--- src/rtl/sync_ram_pkg.sv ---
// rtl/sync_ram_pkg.sv - shared types and constants for the sync RAM burst master
// Contents: FSM state encoding, default widths, read skid FIFO sizing.

package sync_ram_pkg;

    typedef enum logic [1:0] {
        IDLE  = 2'd0,
        WRITE = 2'd1,
        READ  = 2'd2,
        DRAIN = 2'd3
    } state_t;

    localparam int DEF_DATA_WIDTH = 8;
    localparam int DEF_ADDR_WIDTH = 4;
    localparam int DEF_LEN_WIDTH  = 4;

    // Two entries cover the one-cycle RAM read latency plus one stalled word.
    localparam int SKID_DEPTH = 2;
    localparam int SKID_CNT_W = $clog2(SKID_DEPTH + 1);

endpackage

--- src/rtl/sync_ram_rd_skid.sv ---
// rtl/sync_ram_rd_skid.sv - 2-entry registered skid FIFO for RAM read data
// Ports: clk, rst (async, active high); push/push_data write side;
// pop consumes the head; count = occupancy; valid/data = registered head.

module sync_ram_rd_skid
    import sync_ram_pkg::*;
#(
    parameter int DATA_WIDTH = DEF_DATA_WIDTH
) (
    input  logic                  clk,
    input  logic                  rst,
    input  logic                  push,
    input  logic [DATA_WIDTH-1:0] push_data,
    input  logic                  pop,
    output logic [SKID_CNT_W-1:0] count,
    output logic                  valid,
    output logic [DATA_WIDTH-1:0] data
);

    // Slot 0 is always the head; slot 1 is only occupied when slot 0 is.
    logic                  vld0, vld1;
    logic [DATA_WIDTH-1:0] ent0, ent1;
    logic                  vld0_n, vld1_n;
    logic [DATA_WIDTH-1:0] ent0_n, ent1_n;

    always_comb begin
        vld0_n = vld0;
        vld1_n = vld1;
        ent0_n = ent0;
        ent1_n = ent1;
        // Pop first (shift down), then place the push in the first free slot,
        // so a simultaneous push and pop leaves the count unchanged.
        if (pop && vld0) begin
            vld0_n = vld1;
            ent0_n = ent1;
            vld1_n = 1'b0;
        end
        if (push) begin
            if (!vld0_n) begin
                vld0_n = 1'b1;
                ent0_n = push_data;
            end else if (!vld1_n) begin
                vld1_n = 1'b1;
                ent1_n = push_data;
            end
        end
    end

    always_ff @(posedge clk or posedge rst) begin
        if (rst) begin
            vld0 <= 1'b0;
            vld1 <= 1'b0;
            ent0 <= '0;
            ent1 <= '0;
        end else begin
            vld0 <= vld0_n;
            vld1 <= vld1_n;
            ent0 <= ent0_n;
            ent1 <= ent1_n;
        end
    end

    assign count = SKID_CNT_W'(vld0) + SKID_CNT_W'(vld1);
    assign valid = vld0;
    assign data  = ent0;

endmodule

--- src/rtl/sync_ram_master.sv ---
// rtl/sync_ram_master.sv - burst read/write initiator for one single-port sync RAM
// Ports: clk, rst (async, active high); cmd_valid/cmd_ready/cmd_write/cmd_addr/cmd_len
// burst command; wr_valid/wr_ready/wr_data write stream; rd_valid/rd_ready/rd_data
// read stream; busy; ram_we/ram_addr/ram_din/ram_dout RAM side (dout one cycle late).
// Option: SYNC_RAM_MASTER_BOUND_CHECK_EN adds cmd_err and rejects bursts that would
// run past the top address; without it addresses wrap modulo the RAM depth.

module sync_ram_master
    import sync_ram_pkg::*;
#(
    parameter int DATA_WIDTH = DEF_DATA_WIDTH,
    parameter int ADDR_WIDTH = DEF_ADDR_WIDTH,
    parameter int LEN_WIDTH  = DEF_LEN_WIDTH
) (
    input  logic                  clk,
    input  logic                  rst,
    input  logic                  cmd_valid,
    output logic                  cmd_ready,
    input  logic                  cmd_write,
    input  logic [ADDR_WIDTH-1:0] cmd_addr,
    input  logic [LEN_WIDTH-1:0]  cmd_len,
    input  logic                  wr_valid,
    output logic                  wr_ready,
    input  logic [DATA_WIDTH-1:0] wr_data,
    output logic                  rd_valid,
    input  logic                  rd_ready,
    output logic [DATA_WIDTH-1:0] rd_data,
    output logic                  busy,
    output logic                  ram_we,
    output logic [ADDR_WIDTH-1:0] ram_addr,
    output logic [DATA_WIDTH-1:0] ram_din,
`ifdef SYNC_RAM_MASTER_BOUND_CHECK_EN
    output logic                  cmd_err,
`endif
    input  logic [DATA_WIDTH-1:0] ram_dout
);

    state_t                  state, state_n;
    logic [ADDR_WIDTH-1:0]   cur_addr, cur_addr_n;
    logic [LEN_WIDTH-1:0]    remaining, remaining_n;
    logic                    inflight;
    logic                    issue;
    logic                    cmd_ready_n;
    logic                    cmd_fire;
    logic                    range_err;
    logic                    pop;
    logic [SKID_CNT_W-1:0]   fifo_count;
    logic [SKID_CNT_W:0]     occ_after_pop;

    assign cmd_fire = (state == IDLE) && cmd_valid && cmd_ready;
    assign pop      = rd_valid && rd_ready;

    // Words already owed to the client once this cycle's pop is taken out;
    // a new read may only be launched if its data is guaranteed a FIFO slot.
    assign occ_after_pop = (SKID_CNT_W + 1)'(fifo_count)
                         + (SKID_CNT_W + 1)'(inflight)
                         - (SKID_CNT_W + 1)'(pop);

`ifdef SYNC_RAM_MASTER_BOUND_CHECK_EN
    localparam int SUM_W = ((ADDR_WIDTH > LEN_WIDTH) ? ADDR_WIDTH : LEN_WIDTH) + 1;
    logic [SUM_W-1:0] end_addr;
    assign end_addr  = SUM_W'(cmd_addr) + SUM_W'(cmd_len);
    assign range_err = cmd_fire && (end_addr > SUM_W'((1 << ADDR_WIDTH) - 1));
`else
    assign range_err = 1'b0;
`endif

    always_comb begin
        state_n     = state;
        cur_addr_n  = cur_addr;
        remaining_n = remaining;
        issue       = 1'b0;
        wr_ready    = 1'b0;
        ram_we      = 1'b0;
        ram_addr    = '0;
        ram_din     = '0;

        case (state)
            IDLE: begin
                if (cmd_fire && !range_err) begin
                    cur_addr_n  = cmd_addr;
                    remaining_n = cmd_len;
                    state_n     = cmd_write ? WRITE : READ;
                end
            end
            WRITE: begin
                wr_ready = 1'b1;
                // Write data goes straight to the RAM in the accepting cycle.
                if (wr_valid) begin
                    ram_we      = 1'b1;
                    ram_addr    = cur_addr;
                    ram_din     = wr_data;
                    cur_addr_n  = cur_addr + ADDR_WIDTH'(1);
                    remaining_n = remaining - LEN_WIDTH'(1);
                    if (remaining == '0) begin
                        state_n = IDLE;
                    end
                end
            end
            READ: begin
                if (occ_after_pop < (SKID_CNT_W + 1)'(SKID_DEPTH)) begin
                    issue       = 1'b1;
                    ram_addr    = cur_addr;
                    cur_addr_n  = cur_addr + ADDR_WIDTH'(1);
                    remaining_n = remaining - LEN_WIDTH'(1);
                    if (remaining == '0) begin
                        state_n = DRAIN;
                    end
                end
            end
            DRAIN: begin
                if (!inflight && (fifo_count == '0)) begin
                    state_n = IDLE;
                end
            end
            default: begin
                state_n = IDLE;
            end
        endcase

        // Only offer a new command once no read data is owed to the client.
        cmd_ready_n = (state_n == IDLE) && !inflight && (fifo_count == '0);
    end

    always_ff @(posedge clk or posedge rst) begin
        if (rst) begin
            state     <= IDLE;
            cur_addr  <= '0;
            remaining <= '0;
            inflight  <= 1'b0;
            cmd_ready <= 1'b0;
`ifdef SYNC_RAM_MASTER_BOUND_CHECK_EN
            cmd_err   <= 1'b0;
`endif
        end else begin
            state     <= state_n;
            cur_addr  <= cur_addr_n;
            remaining <= remaining_n;
            inflight  <= issue;
            cmd_ready <= cmd_ready_n;
`ifdef SYNC_RAM_MASTER_BOUND_CHECK_EN
            cmd_err   <= range_err;
`endif
        end
    end

    // The RAM presents data the cycle after the address, which is exactly
    // when the in-flight flag is set for that read.
    sync_ram_rd_skid #(
        .DATA_WIDTH (DATA_WIDTH)
    ) u_rd_skid (
        .clk       (clk),
        .rst       (rst),
        .push      (inflight),
        .push_data (ram_dout),
        .pop       (pop),
        .count     (fifo_count),
        .valid     (rd_valid),
        .data      (rd_data)
    );

    assign busy = (state != IDLE) || inflight || (fifo_count != '0);

endmodule

--- config.mk ---
export PLATFORM = sky130hd
export DESIGN_NAME = sync_ram_master
export DESIGN_NICKNAME = d
export VERILOG_FILES = /design/src/rtl/sync_ram_pkg.sv /design/src/rtl/sync_ram_rd_skid.sv /design/src/rtl/sync_ram_master.sv
export SDC_FILE = /design/constraint.sdc
export NUM_CORES = 1
export LEC_CHECK = 0
export CAP_MARGIN = 30
export CORE_ASPECT_RATIO = 0.7
export CORE_MARGIN = 2
export CORE_UTILIZATION = 49
export CTS_BUF_LIST = sky130_fd_sc_hd__clkbuf_2 sky130_fd_sc_hd__clkbuf_4 sky130_fd_sc_hd__clkbuf_8
export CTS_CLUSTER_DIAMETER = 30
export DETAILED_ROUTE_END_ITERATION = 8
export PLACE_DENSITY = 0.82
export SYNTH_ARGS = -nofsm -noshare
export SYNTH_HDL_FRONTEND = slang
export SYNTH_HIERARCHICAL = 1
export SYNTH_SLANG_ARGS = --single-unit
--- constraint.sdc ---
create_clock -name clk -period 3.2 [get_ports clk]
set_clock_uncertainty 0.2 [all_clocks]
set_input_delay 0.64 -clock clk [delete_from_list [all_inputs] [get_ports clk]]
set_output_delay 0.64 -clock clk [all_outputs]
set_load 0.02 [all_outputs]
==> impl_metrics.env <==
export IMPL_status="finished with violations"
export IMPL_violations="negative setup slack"
export IMPL_drcViolationCount=0
export IMPL_crit_top_cell="ha_4"
export IMPL_cts_hold_buf=0
export IMPL_first_global_vias=1648
export IMPL_rows=18
export IMPL_synth_area_per_cell_sq_um=10.8
export IMPL_ant_nets=0
export IMPL_slowest_delay_ns=0.42
export IMPL_hold_class="reg -> reg"
export IMPL_reg2reg_depth=11
export IMPL_placed_cell_area_sq_mm=0.00251
export IMPL_area_growth_pct=50.1
export IMPL_totalWireLength_um=4700
export IMPL_grt_first_pass_wirelength_um=7460
export IMPL_drt_first_pass_iters=4
export IMPL_arrival_ns=2.49
export IMPL_final_core_util=0.773
export IMPL_worst_slack_ns=-0.133
export IMPL_cp_end_kind="primary output"
export IMPL_ys_warn_count=6
export IMPL_clockBufferDepth=2
export IMPL_diodes=0
export IMPL_fin_crit_sh=1.04
export IMPL_gr_total_overflow=0
export IMPL_path_cells="ha_4, inv_2, ha_4, nand2b_4, fa_2, xnor2_2, and3_4, o21ai_4, nor2_2, buf_6"
export IMPL_setup_violations=4
export IMPL_ys_seq_area_frac=0.410
export IMPL_synth_nets=209
export IMPL_vias_per_cell=5.38
export IMPL_hold_depth=1
export IMPL_finalMaxSlewViolations=0
export IMPL_grt_start_max_net_pins=19
export IMPL_cp_required_ns=2.36
export IMPL_die_y_um=55.2
export IMPL_dieArea_sq_mm=0.00425
export IMPL_drt_iter0_drc=83
export IMPL_cts_clk_slew_worst_paths_ns=0.06
export IMPL_grt_setup_unrepaired="true"
export IMPL_antenna_found_initial=0
export IMPL_total_power_mw=2.81
export IMPL_met3WireLength_um=212
export IMPL_gr_usage_all_layers=0.235
export IMPL_hold_viol=0
export IMPL_synth_area_sq_mm=0.00183
export IMPL_critPathLaunchType="flop"
export IMPL_clk_latency_ns=0.28
export IMPL_crit_cells=10
export IMPL_ir_drop_mv=0.565
export IMPL_initial_utilization=0.515
export IMPL_cp_top_family="adder cells"
export IMPL_vias=1566
export IMPL_wl_met2_um=2420
export IMPL_cts_tree="yes"
export IMPL_design_core_area_sq_mm=0.00356
export IMPL_top_layer="met4"
export IMPL_worst_path_buf_inv=2
export IMPL_die_x_um=77.1
export IMPL_cp_slowest_cell="dfrtp_1"
export IMPL_htreeDepth=2
export IMPL_tns_ns=-0.508
export IMPL_synthArstFlopShare=1.00
export IMPL_cts_root_buf="clkbuf_8"
export IMPL_synth_main_ff_cell="dfrtp_1"
export IMPL_fmax_mhz=300
export IMPL_max_slew_margin_rel=0.550
export IMPL_place_congestion=0.827
export IMPL_drive_gt1_frac=0.336
export IMPL_numPortBuffers=54
export IMPL_power_leakage_nw=1.20
export IMPL_place_hpwl_um=3480
export IMPL_synthDistinctLibCells=43
export IMPL_critPathKind="reg -> out"
export IMPL_ys_ff_latch=30
export IMPL_p_per_area_mw_per_mm2=1020
export IMPL_tightest_slew_ns=0.674
export IMPL_worstPathMaxFanout=4
export IMPL_fin_nets=279
export IMPL_synth_edf_count=0
export IMPL_max_cap_viol_count=0
export IMPL_finalCriticalPeriod_ns=3.33
export IMPL_clock_sinks=30
export IMPL_cts_buffers=5
export IMPL_fin_area_sq_mm=0.00275
export IMPL_synthCells=170
export IMPL_wl_per_cell_um=16.2
export IMPL_pin_count=55
export IMPL_met1_length_um=2030
## synth_stat cells, drive strengths merged, types with 2 or more instances
cell type  instances  area share
nor2               7       0.014
o21bai             2      0.0082
inv               17       0.035
a21oi              4       0.011
nor2b              4       0.019
a221oi             4       0.039
nor3               5       0.020
nand2              9       0.020
or2                5       0.017
o21ai              4       0.013
dfrtp             30        0.41
mux2              24        0.15
and2               2      0.0068
mux2i              2       0.011
nand3              2      0.0055
and3               9       0.031
ha                 8       0.055
o22a               2      0.0096
clkbuf             5       0.010
nor4               4       0.017
o31ai              7       0.029
buf                2      0.0055
## cell type report
class                   instances  area [sq um]
well taps                      50          62.6
clock buffers                   6          82.6
multi-input cells             116          1060
clock inverters                 2          60.1
flip-flops and latches         30           751
fillers                       224           810
inverters                      17          63.8
repair buffers                 70           669
## routing by layer
layer,up-vias,track usage
met5,-,0
met4,0,0.110
met3,6,0.0552
met2,37,0.417
met1,779,0.283
li1,744,-
## sequential cells by signal (all words and copies together), names as in the netlist
signal,cells
u_rd_skid/data,8
u_rd_skid/ent1,8
cur_addr,4
remaining,4
state,2
cmd_ready,1
inflight,1
u_rd_skid/valid,1
u_rd_skid/vld1,1
## timing repair
action,in CTS,in global routing
gates resized for setup,34,2
endpoints found under the hold margin,0,0
setup endpoints to repair,4,4
pin swaps,9,7
setup buffers,3,1
## kinds of logic after synthesis
logic type / synth area share
AO/OA/AOI/OAI: 0.140
XOR/XNOR: 0.00478
adder cells (fa/ha/maj): 0.0656
buffers and inverters: 0.0505
flip-flops: 0.410
multiplexers: 0.158
AND/OR/NAND/NOR: 0.171
## worst register-to-register path, delay by kind of cell (launching register included)
kind / cells / cell delay [ns]
AO/OA/AOI/OAI: 2 / 0.33
XOR/XNOR: 1 / 0.20
adder cells (fa/ha/maj): 3 / 0.86
buffers and inverters: 3 / 0.35
flip-flops: 1 / 0.42
AND/OR/NAND/NOR: 2 / 0.37
## stage by stage
stage	std cells	hold WS, ns	worst slack (ns)
floorplan	170	0.275	-0.0232
global placement	279	0.285	-0.850
detailed placement	279	0.297	-0.895
CTS	290	0.312	-0.116
global route	291	0.331	-0.227
finish	291	0.313	-0.133
## cell usage in the layout (no fill, tap or decap), drive strengths merged, types with 4 or more instances in the layout
cell,count
ha,8
clkbuf,6
buf,20
inv,17
a221oi,4
a21oi,4
nor2b,4
and3,9
nor2,7
dfrtp,30
nor3,5
nand2,9
mux2,24
o31ai,7
nor4,4
o21ai,4
or2,5
clkdlybuf4s50,49
## power by group
group | internal (mW) | total, mW | switching (mW)
combinational | 0.852 | 1.62 | 0.763
sequential | 0.571 | 0.724 | 0.153
clock | 0.332 | 0.474 | 0.142
## final timing paths
kind / start / endpoint / slack [ns]
max reg2reg: u_rd_skid/valid$_DFF_PP0_ / remaining[2]$_DFFE_PP0P_ / 0.38
max: u_rd_skid/valid$_DFF_PP0_ / ram_addr[1] / -0.13
min: u_rd_skid/ent1[0]$_DFFE_PP0P_ / u_rd_skid/ent1[0]$_DFFE_PP0P_ / 0.31
max in group asynchronous: rst / u_rd_skid/data[2]$_DFF_PP0_ / 1.76
min in group asynchronous: rst / remaining[3]$_DFFE_PP0P_ / 0.54
min reg2reg: u_rd_skid/ent1[0]$_DFFE_PP0P_ / u_rd_skid/ent1[0]$_DFFE_PP0P_ / 0.31
No activity file was read; power rests on OpenSTA's default activity.
